--- src/rtl/board_pkg.sv ---
// Shared board geometry, opcodes, cell payload and the VRAM address formula.
// Used by the VRAM writer and the VGA renderer read path.
package board_pkg;

    localparam int unsigned BOARD_W     = 14;
    localparam int unsigned BOARD_H     = 14;
    localparam int unsigned CELL_BITS   = 6;
    localparam int unsigned ADDR_W      = 8;
    localparam int unsigned MAX_CELLS   = 5;
    localparam int unsigned BOARD_CELLS = BOARD_W * BOARD_H;
    localparam int unsigned COORD_W     = 4;
    localparam int unsigned POS_W       = 5;
    localparam int unsigned OFF_W       = 3;
    localparam int unsigned SHAPE_W     = 2 * OFF_W * MAX_CELLS;
    localparam int unsigned COUNT_W     = 3;
    localparam int unsigned CNT_W       = ADDR_W;

    localparam logic [CELL_BITS-1:0] COLOR_EMPTY = '0;
    localparam logic [CELL_BITS-1:0] CLEAR_VAL   = COLOR_EMPTY;

    typedef enum logic [1:0] {
        OP_CLEAR = 2'd0,
        OP_SET   = 2'd1,
        OP_STAMP = 2'd2,
        OP_NOP   = 2'd3
    } op_e;

    typedef enum logic [1:0] {
        ST_IDLE  = 2'd0,
        ST_CLR   = 2'd1,
        ST_STAMP = 2'd2,
        ST_FIN   = 2'd3
    } state_e;

    // Latched command payload
    typedef struct packed {
        logic [COORD_W-1:0]   x;
        logic [COORD_W-1:0]   y;
        logic [CELL_BITS-1:0] data;
        logic [SHAPE_W-1:0]   shape;
        logic [COUNT_W-1:0]   n;
    } cmd_t;

    // Offset pair {dy,dx} of cell k; indices past the last cell read as zero
    function automatic logic [2*OFF_W-1:0] shape_cell(input logic [SHAPE_W-1:0] shape,
                                                      input logic [2:0]         k);
        logic [2*OFF_W-1:0] r;
        case (k)
            3'd0:    r = shape[5:0];
            3'd1:    r = shape[11:6];
            3'd2:    r = shape[17:12];
            3'd3:    r = shape[23:18];
            3'd4:    r = shape[29:24];
            default: r = '0;
        endcase
        return r;
    endfunction

    // Cell count after clamping: 0 stays 0, anything above MAX_CELLS becomes MAX_CELLS
    function automatic logic [COUNT_W-1:0] clamp_count(input logic [COUNT_W-1:0] c);
        return (c > COUNT_W'(MAX_CELLS)) ? COUNT_W'(MAX_CELLS) : c;
    endfunction

    // y*14 + x without a multiplier
    function automatic logic [ADDR_W-1:0] board_addr(input logic [POS_W-1:0] x,
                                                     input logic [POS_W-1:0] y);
        logic [ADDR_W-1:0] y8;
        y8 = ADDR_W'(y);
        return ADDR_W'((y8 << 4) - (y8 << 1) + ADDR_W'(x));
    endfunction

endpackage

--- src/rtl/board_addr_calc.sv ---
// Combinational cell address and bounds check from 5-bit board coordinates.
module board_addr_calc
    import board_pkg::*;
(
    input  logic [POS_W-1:0]  x_i,
    input  logic [POS_W-1:0]  y_i,
    output logic [ADDR_W-1:0] addr_c_o,
    output logic              in_bounds_c_o
);

    // Address formula shared with the renderer; bounds checked on the full sums
    always_comb begin
        addr_c_o      = board_addr(x_i, y_i);
        in_bounds_c_o = (x_i < POS_W'(BOARD_W)) && (y_i < POS_W'(BOARD_H));
    end

endmodule

--- src/rtl/board_vram_writer.sv ---
// Write-side master for the 14x14 board VRAM: CLEAR, SET_CELL and STAMP_PIECE
// commands, one RAM write per cycle, done/skipped on completion.
// Optional: BOARD_CLEAR_ON_RESET_EN sweeps the board to CLEAR_VAL after reset.
module board_vram_writer
    import board_pkg::*;
(
    input  logic                 clk,
    input  logic                 rst,
    input  logic                 cmd_valid,
    output logic                 cmd_ready,
    input  logic [1:0]           cmd_op,
    input  logic [COORD_W-1:0]   cmd_x,
    input  logic [COORD_W-1:0]   cmd_y,
    input  logic [CELL_BITS-1:0] cmd_data,
    input  logic [SHAPE_W-1:0]   cmd_shape,
    input  logic [COUNT_W-1:0]   cmd_count,
    output logic [ADDR_W-1:0]    wraddress,
    output logic [CELL_BITS-1:0] data,
    output logic                 wren,
    output logic                 busy,
    output logic                 done,
    output logic                 skipped
);

`ifdef BOARD_CLEAR_ON_RESET_EN
    localparam state_e RST_STATE = ST_CLR;
    localparam logic   RST_ARM   = 1'b1;
`else
    localparam state_e RST_STATE = ST_IDLE;
    localparam logic   RST_ARM   = 1'b0;
`endif
    localparam logic RST_READY = (RST_STATE == ST_IDLE);

    state_e               state_q, state_d;
    logic [CNT_W-1:0]     cnt_q, cnt_d;
    cmd_t                 cmd_q, cmd_d;
    logic                 skip_q, skip_d;
    logic                 arm_q, arm_d;
    logic [ADDR_W-1:0]    wraddress_q, wraddress_d;
    logic [CELL_BITS-1:0] data_q, data_d;
    logic                 wren_q, wren_d;
    logic                 done_q, done_d;
    logic                 skipped_q, skipped_d;
    logic                 ready_q, ready_d;
    logic                 busy_q, busy_d;

    cmd_t                 src;
    logic [2:0]           k_sel;
    logic [2*OFF_W-1:0]   off;
    logic [POS_W-1:0]     cell_x, cell_y;
    logic [ADDR_W-1:0]    cell_addr;
    logic                 cell_in_bounds;

    // Cell source: live command fields while idle, latched fields otherwise
    always_comb begin
        src   = cmd_q;
        k_sel = 3'(cnt_q[2:0] + 3'd1);
        if (state_q == ST_IDLE) begin
            src.x     = cmd_x;
            src.y     = cmd_y;
            src.data  = cmd_data;
            src.shape = (cmd_op == OP_SET) ? '0 : cmd_shape;
            src.n     = (cmd_op == OP_SET) ? COUNT_W'(1) : clamp_count(cmd_count);
            k_sel     = 3'd0;
        end
        off    = shape_cell(src.shape, k_sel);
        cell_x = POS_W'(src.x) + POS_W'(off[OFF_W-1:0]);
        cell_y = POS_W'(src.y) + POS_W'(off[2*OFF_W-1:OFF_W]);
    end

    board_addr_calc u_addr (
        .x_i           (cell_x),
        .y_i           (cell_y),
        .addr_c_o      (cell_addr),
        .in_bounds_c_o (cell_in_bounds)
    );

    // Next state plus the registered write/status outputs for the next cycle
    always_comb begin
        state_d     = state_q;
        cnt_d       = cnt_q;
        cmd_d       = cmd_q;
        skip_d      = skip_q;
        arm_d       = arm_q;
        wraddress_d = wraddress_q;
        data_d      = data_q;
        wren_d      = 1'b0;
        done_d      = 1'b0;
        skipped_d   = 1'b0;

        case (state_q)
            ST_IDLE: begin
                if (cmd_valid) begin
                    cmd_d  = src;
                    cnt_d  = '0;
                    skip_d = 1'b0;
                    case (op_e'(cmd_op))
                        OP_CLEAR: begin
                            state_d     = ST_CLR;
                            wren_d      = 1'b1;
                            wraddress_d = '0;
                            data_d      = CLEAR_VAL;
                        end
                        OP_SET, OP_STAMP: begin
                            if (src.n == '0) begin
                                state_d = ST_FIN;
                                done_d  = 1'b1;
                            end else begin
                                state_d = ST_STAMP;
                                if (cell_in_bounds) begin
                                    wren_d      = 1'b1;
                                    wraddress_d = cell_addr;
                                    data_d      = src.data;
                                end else begin
                                    skip_d = 1'b1;
                                end
                            end
                        end
                        default: begin
                            state_d = ST_FIN;
                            done_d  = 1'b1;
                        end
                    endcase
                end
            end

            ST_CLR: begin
                if (arm_q) begin
                    arm_d       = 1'b0;
                    wren_d      = 1'b1;
                    wraddress_d = ADDR_W'(cnt_q);
                    data_d      = CLEAR_VAL;
                end else if (cnt_q == CNT_W'(BOARD_CELLS - 1)) begin
                    state_d = ST_FIN;
                    done_d  = 1'b1;
                end else begin
                    cnt_d       = CNT_W'(cnt_q + 1'b1);
                    wren_d      = 1'b1;
                    wraddress_d = ADDR_W'(cnt_q + 1'b1);
                    data_d      = CLEAR_VAL;
                end
            end

            ST_STAMP: begin
                if (cnt_q == CNT_W'(cmd_q.n - 1'b1)) begin
                    state_d   = ST_FIN;
                    done_d    = 1'b1;
                    skipped_d = skip_q;
                end else begin
                    cnt_d = CNT_W'(cnt_q + 1'b1);
                    if (cell_in_bounds) begin
                        wren_d      = 1'b1;
                        wraddress_d = cell_addr;
                        data_d      = cmd_q.data;
                    end else begin
                        skip_d = 1'b1;
                    end
                end
            end

            ST_FIN: begin
                state_d = ST_IDLE;
            end

            default: begin
                state_d = ST_IDLE;
            end
        endcase

        ready_d = (state_d == ST_IDLE);
        busy_d  = (state_d != ST_IDLE);
    end

    // State and output registers; reset aborts any command in flight
    always_ff @(posedge clk or posedge rst) begin
        if (rst) begin
            state_q     <= RST_STATE;
            cnt_q       <= '0;
            cmd_q       <= '0;
            skip_q      <= 1'b0;
            arm_q       <= RST_ARM;
            wraddress_q <= '0;
            data_q      <= '0;
            wren_q      <= 1'b0;
            done_q      <= 1'b0;
            skipped_q   <= 1'b0;
            ready_q     <= RST_READY;
            busy_q      <= ~RST_READY;
        end else begin
            state_q     <= state_d;
            cnt_q       <= cnt_d;
            cmd_q       <= cmd_d;
            skip_q      <= skip_d;
            arm_q       <= arm_d;
            wraddress_q <= wraddress_d;
            data_q      <= data_d;
            wren_q      <= wren_d;
            done_q      <= done_d;
            skipped_q   <= skipped_d;
            ready_q     <= ready_d;
            busy_q      <= busy_d;
        end
    end

    assign cmd_ready = ready_q;
    assign wraddress = wraddress_q;
    assign data      = data_q;
    assign wren      = wren_q;
    assign busy      = busy_q;
    assign done      = done_q;
    assign skipped   = skipped_q;

endmodule

--- config.mk ---
export PLATFORM = sky130hd
export DESIGN_NAME = board_vram_writer
export DESIGN_NICKNAME = d
export VERILOG_FILES = /design/src/rtl/board_pkg.sv /design/src/rtl/board_addr_calc.sv /design/src/rtl/board_vram_writer.sv
export SDC_FILE = /design/constraint.sdc
export NUM_CORES = 1
export LEC_CHECK = 0
export BUFFER_PORTS_ARGS = -buffer_cell sky130_fd_sc_hd__buf_2
export CORE_UTILIZATION = 52
export DETAILED_ROUTE_END_ITERATION = 12
export PLACE_DENSITY = 0.77
export SLEW_MARGIN = 20
export SYNTH_ARGS = -nofsm -noshare
export SYNTH_HDL_FRONTEND = slang
export SYNTH_HIERARCHICAL = 1
export SYNTH_SLANG_ARGS = --single-unit
--- constraint.sdc ---
create_clock -name clk -period 4.2 [get_ports clk]
set_clock_uncertainty 0.05 [all_clocks]
set_input_delay 0.21 -clock clk [delete_from_list [all_inputs] [get_ports clk]]
set_output_delay 0.21 -clock clk [all_outputs]
set_load 0.01 [all_outputs]
# [Word-level counts from Yosys, hierarchy flattened]
# Index checks and enable logic that the tools add are counted.
[totals] ff_bits=77 in_bits=52 output_inout_bits=19 wordCells=111
[op_classes] addsub=7 magnitude_cmp=3 n_eq_ne=19 mux=52 reduce_logical=15
[op_table] op="2-to-1 mux 8 bit" count=7
[op_table] op="one-hot mux 8 bit (3 select lines)" count=2
[op_table] op="2-to-1 mux 47 bit" count=1
[op_table] op="2-to-1 mux 6 bit" count=6
[op_table] op="2-to-1 mux 30 bit" count=1
[op_table] op="one-hot mux 6 bit (5 select lines)" count=1
[op_table] op="2-to-1 mux 1 bit" count=18
[op_table] op="one-hot mux 6 bit (3 select lines)" count=1
[op_table] op="one-hot mux 8 bit (2 select lines)" count=1
[op_table] op="one-hot mux 6 bit (2 select lines)" count=1
[op_table] op="adder 4 x 3 -> 5 bit" count=2
[op_table] op="less-than comparator 5 x 4 -> 1 bit (second input constant)" count=2
[op_table] op="inequality test 2 bit (second input constant)" count=5
[op_table] op="2-to-1 mux 3 bit" count=3
[op_table] op="adder 8 x 1 -> 8 bit (second input constant)" count=1
[op_table] op="adder 8 x 5 -> 8 bit" count=1
[op_table] op="equality test 8 bit" count=1
[op_table] op="equality test 8 bit (second input constant)" count=1
[op_table] op="one-hot mux 2 bit (4 select lines)" count=1
[op_table] op="AND reduction 4 bit" count=2
[op_table] op="AND reduction 8 bit" count=1
[op_table] op="subtractor 8 x 6 -> 8 bit" count=1
[op_table] op="equality test 2 bit (second input constant)" count=3
[op_table] op="equality test 3 x 2 -> 1 bit (second input constant)" count=2
[op_table] op="other kinds (20)" count=31

# [Logic depth before layout (Yosys ltp)]
[depth] word_depth=13 mapped_depth=23 ltp_nobuf=21

# [Modules after synthesis]
# The synthesis kept the hierarchy.
[modules_own_cells] module="board_vram_writer" n_inst=1 cells_each=454 area_per_inst_um2=4436.8 seq_area_each_um2=1928.1
[modules_own_cells] module="board_addr_calc" n_inst=1 cells_each=49 area_per_inst_um2=394.1 seq_area_each_um2=0.0

# [Worst setup path before layout]
# Ideal clock, no wire load.
[synth_timing] kind="register to register" from="register cnt_q[1]" to="register wraddress_q[5], in the netlist wraddress[5]" setup_time_ns=0.075 arrival_ns=4.260 required_time_ns=4.075 setup_slack_ns=-0.186 stages_incl_launch_ff=19 n_path_buf=1 path_cell_list="dfrtp_1 > ha_1 > clkbuf_1 > inv_1 > a31oi_1 > a21oi_1 > or3_1 > ha_1 > a21o_1 > a21oi_1 > xor2_1 > fa_1 > inv_1 > ha_1 > o21a_1 > o31ai_2 > a21boi_0 > a2bb2oi_1 > o2bb2ai_2"
[synth_between] elab_chain_len=12 word_cells_on_any_way=28 cone_classes="6 x add/sub; 2 x order compare; 8 x eq/ne; 9 x mux; 3 x reduce/logical"
[synth_lines] item="start: declaration" line="board_vram_writer.sv:35" rtl="logic [CNT_W-1:0] cnt_q, cnt_d;"
[synth_lines] item="start signal: assignment" line="board_vram_writer.sv:191" rtl="cnt_q <= cnt_d;"
[synth_lines] item="adder 3 x 1 -> 3 bit *" line="board_vram_writer.sv:57" rtl="k_sel = 3'(cnt_q[2:0] + 3'd1);"
[synth_lines] item="2-to-1 mux 3 bit *" line="board_vram_writer.sv:58" rtl="if (state_q == ST_IDLE) begin"
[synth_lines] item="equality test 3 bit (tied with other cells)" line="board_pkg.sv:48" rtl="case (k)"
[synth_lines] item="one-hot mux 6 bit (5 select lines) *" line="board_pkg.sv:48"
[synth_lines] item="adder 4 x 3 -> 5 bit *" line="board_vram_writer.sv:68" rtl="cell_y = POS_W'(src.y) + POS_W'(off[2*OFF_W-1:OFF_W]);"
[synth_lines] item="via cell_y[3]" line="board_vram_writer.sv:50" rtl="logic [POS_W-1:0] cell_x, cell_y;"
[synth_lines] item="subtractor 8 x 6 -> 8 bit *" line="board_pkg.sv:69" rtl="return ADDR_W'((y8 << 4) - (y8 << 1) + ADDR_W'(x));"
[synth_lines] item="adder 8 x 5 -> 8 bit *" line="board_pkg.sv:69"
[synth_lines] item="via cell_addr[5]" line="board_vram_writer.sv:51" rtl="logic [ADDR_W-1:0] cell_addr;"
[synth_lines] item="2-to-1 mux 8 bit *" line="board_vram_writer.sv:110, board_vram_writer.sv:151"
[synth_lines] item="2-to-1 mux 8 bit" line="board_vram_writer.sv:105" rtl="if (src.n == '0) begin"
[synth_lines] item="one-hot mux 8 bit (2 select lines)" line="board_vram_writer.sv:97" rtl="case (op_e'(cmd_op))"
[synth_lines] item="2-to-1 mux 8 bit" line="board_vram_writer.sv:93" rtl="if (cmd_valid) begin"
[synth_lines] item="one-hot mux 8 bit (3 select lines) *" line="board_vram_writer.sv:91" rtl="case (state_q)"
[synth_lines] item="end signal: assignment" line="board_vram_writer.sv:195" rtl="wraddress_q <= wraddress_d;"
[synth_lines] item="end: declaration" line="board_vram_writer.sv:39" rtl="logic [ADDR_W-1:0] wraddress_q, wraddress_d;"
# Mark *: on every way through the listed nets, which the timed path passes. The rest lies on a longest branch. The select of a mux whose other input is x is not followed.
# A chain may end at the register's enable or synchronous reset.

# [Worst setup path after layout]
[layout_timing] from="register cnt_q[1]" to="register wraddress_q[7], in the netlist wraddress[7]"
# The elaborated chain is that of the path after synthesis.

==> key figures <==
Yosys
  • Yosys warnings: 6
  • Largest cells by area after synthesis: dfrtp_1, ha_1, mux2_2
  • Distinct cells, synth: 57
  • Ys flop type: dfrtp_1
  • Yosys top cell by area: dfrtp_1
  • Area share of the largest cell type after synthesis: 0.3937
  • Most common cell in the netlist: dfrtp_1
  • Post-synth EDFFs: 0
  • Synth cell count leaders: dfrtp_1, o21ai_0, nand2_1, nand2b_1, inv_1
  • Average cell area after synthesis: 9.604 sq um
  • Synth async-reset ratio: 1.000
  • Post-synthesis sequential area ratio: 0.3991
  • Post-Syn Area: 4831 sq um
  • Syn Nets: 584
  • Yosys reg bits: 77
  • Syn Inst Count: 503

Pwr
  • Switching power: 0.3356 mW
  • Internal Pwr Total: 1.098 mW
  • Max rail drop VDD: 177.0 uV
  • Pleak: 2.926 nW
  • Total power: 1.433 mW
  • Combinational share of power: 0.051
  • Sw Share: 0.2341
  • Clock share of power: 0.432
  • Seq pwr share: 0.517
  • Pwr dens: 245.5 nW/um^2

STA
  • Hold WS: -0.01003 ns
  • Fin. Hold Viols: 22
  • Fin Setup TNS: 0 ns
  • RSZ-0062 raised after global routing: true
  • Max Clock Freq: 242.7 MHz
  • Slew Limit Headroom: 0.3981
  • Worst-margin pin slew: 0.9016 ns
  • Slew Limit Fails: 0
  • Tmin final: 4.120 ns
  • Final worst path period share: 0.9810
  • Final count of negative-setup-slack endpoints: 0

Placement
  • Dpl hpwl: 8496 microns
  • DP Area: 5363 sq um
  • Placed Cells: 679
  • Port buffer count: 70
  • Placer Congestion: 0.9099

Global routing
  • Initial antenna violation count: 0
  • Largest net degree at the start of global routing: 48
  • First-pass GRT wire length: 19400 microns
  • Grt ovf: 0
  • Vias in the first global route: 4067
  • Tot GR Track Use: 0.2532

Worst setup path
  • Critical Path Fanout Max: 6
  • Critical Path RT: 4.39 ns
  • Worst Reg-to-Reg Cells: 19
  • Critical path arrival: 4.31 ns
  • Setup crit end kind: register
  • Crit Path Class: register to register
  • Worst setup SP type: register

Floorplanning
  • Die W: 98.39 microns
  • Initial core utilization: 0.5460
  • CORE AREA: 8848 sq um
  • Die area: 9680 sq um
  • # rows: 34
  • Chip Height: 98.39 microns
  • # IOs: 71

Clock tree
  • CTS Sinks: 77
  • Bufs on Longest Clock Path: 2
  • Total CTS buffers: 9
  • Clk root buf: clkbuf_8
  • Clock Pin Slew Worst Setup and Hold Paths: 0.08 ns
  • H-tree Lvls: 3
  • Worst-skew pair later-pin latency: 0.36 ns
  • CTS tree: done

Routing
  • Drt first pass iters: 11
  • Residual DRC: 2
  • Post-route ant nets: 0
  • Total Routed Length: 11950 microns
  • Routed via count: 4064
  • DR vias/cell: 5.765
  • WL/cell: 16.95 microns
  • Iter 0 DRT Violations: 247

Worst hold path
  • Hold WC Path Type: input pin to async pin

Flow run
  • Max-cap violations: 0

Finish
  • Final instance area: 5839 sq um
  • Util after Layout: 0.6599
  • Post-layout nets: 673
  • Final antenna diode count: 0
  • P&R area growth vs syn: 20.88%
  • Fin cells: 705
  • Layout cell share with drive strength beyond 1: 0.3199

Outcome
  • Failing checks: DRC, hold timing
  • Status: finished with violations
[area by class of cell]
cell class              count  area, sq um
fillers                   713         3009
inverters                  32        122.6
clock buffers              12        165.2
flip-flops and latches     77         1928
clock inverters             4        53.80
well taps                 108        135.1
repair buffers            103        601.8
multi-input cells         369         2833
[flip-flops by register name, summed over array words and instances, names as in the netlist]
signal and count:
busy 1, done 1, cmd_q 47, cmd_ready 1
skip_q 1, data 6, state_q 2, cnt_q 8
wren 1, skipped 1, wraddress 8
[routing by layer]
| layer | track usage | routed length (microns) | up-vias |
|---|---|---|---|
| met2 | 0.4231 | 5841 | 151 |
| met4 | 0.08381 | 210 | 0 |
| met3 | 0.04438 | 651 | 24 |
| met5 | 0 | 0 | - |
| li1 | - | - | 1934 |
| met1 | 0.3346 | 5250 | 1955 |
[power by group through the flow]
stage / clock [mW] / sequential (mW) / combinational [mW]
final: 0.620 / 0.741 / 0.0732
after floorplan: 0 / 0.755 / 0.0338
after global routing: 0.658 / 0.741 / 0.0843
after CTS: 0.624 / 0.741 / 0.0740
after global placement: 0 / 0.755 / 0.0715
after detailed placement: 0 / 0.755 / 0.0736
[what timing repair did]
| action | CTS | global route |
|---|---|---|
| setup endpoints to repair | 10 | 11 |
| gates resized for setup | 15 | 24 |
| hold endpoints to repair | 0 | 0 |
| pin swaps | 3 | 17 |
| hold buffers | 0 | 0 |
| setup buffers | 2 | 8 |
[critical path, cell delays in order, from the launching register on]
cell	delay, ns
dfrtp_1	0.41
ha_4	0.19
xnor2_4	0.16
and2_4	0.19
a22oi_2	0.17
nor2_1	0.08
or3_1	0.34
ha_1	0.33
a21o_1	0.18
a21oi_2	0.17
xor2_2	0.10
fa_1	0.52
inv_2	0.05
ha_4	0.27
o21a_1	0.17
o31ai_4	0.10
a21oi_1	0.16
o211ai_1	0.11
a2bb2oi_2	0.17
o2bb2ai_2	0.06
[cell families (layout without fill, tap and decap cells)]
family,after synthesis,in the layout,synth area share
flip-flops,77,77,0.3991
adder cells (fa/ha/maj),29,29,0.08133
AND/OR/NAND/NOR,148,148,0.1554
buffers and inverters,57,151,0.05154
multiplexers,35,35,0.07900
XOR/XNOR,17,17,0.03548
AO/OA/AOI/OAI,140,140,0.1981
[placed cells by master (no fill, tap or decap), drive strengths merged, types with 10 or more instances in the layout]
master  instances
dfrtp          76
clkbuf         12
nand2b         34
o21ai          53
mux2           25
a21oi          24
nand2          49
mux2i          10
ha             25
nor2           25
inv            33
buf           103
[stage by stage]
step | worst slack (ns) | hold WS [ns]
final | 0.07991 | -0.01003
after global routing | -0.1453 | 0.04170
after CTS | 0.02324 | 0.02651
after detailed placement | -0.1492 | 0.4120
after global placement | -0.03225 | 0.3960
after floorplan | 0.003181 | 0.2593
[path summary, 6_finish.rpt]
kind / slack, ns / endpoint / start
min in group clk: 0.05 / cmd_q[12] / cmd_shape[9]
worst max-delay path: 0.08 / wraddress[7] / cnt_q[1]
worst min register to register: 0.44 / cmd_q[5] / cmd_q[5]
worst min-delay path: -0.01 / cmd_q[38] / rst
max in group asynchronous: 3.12 / cmd_q[3] / rst
worst max register to register: 0.08 / wraddress[7] / cnt_q[1]
Note: power is estimated with default switching activity, not from simulation.
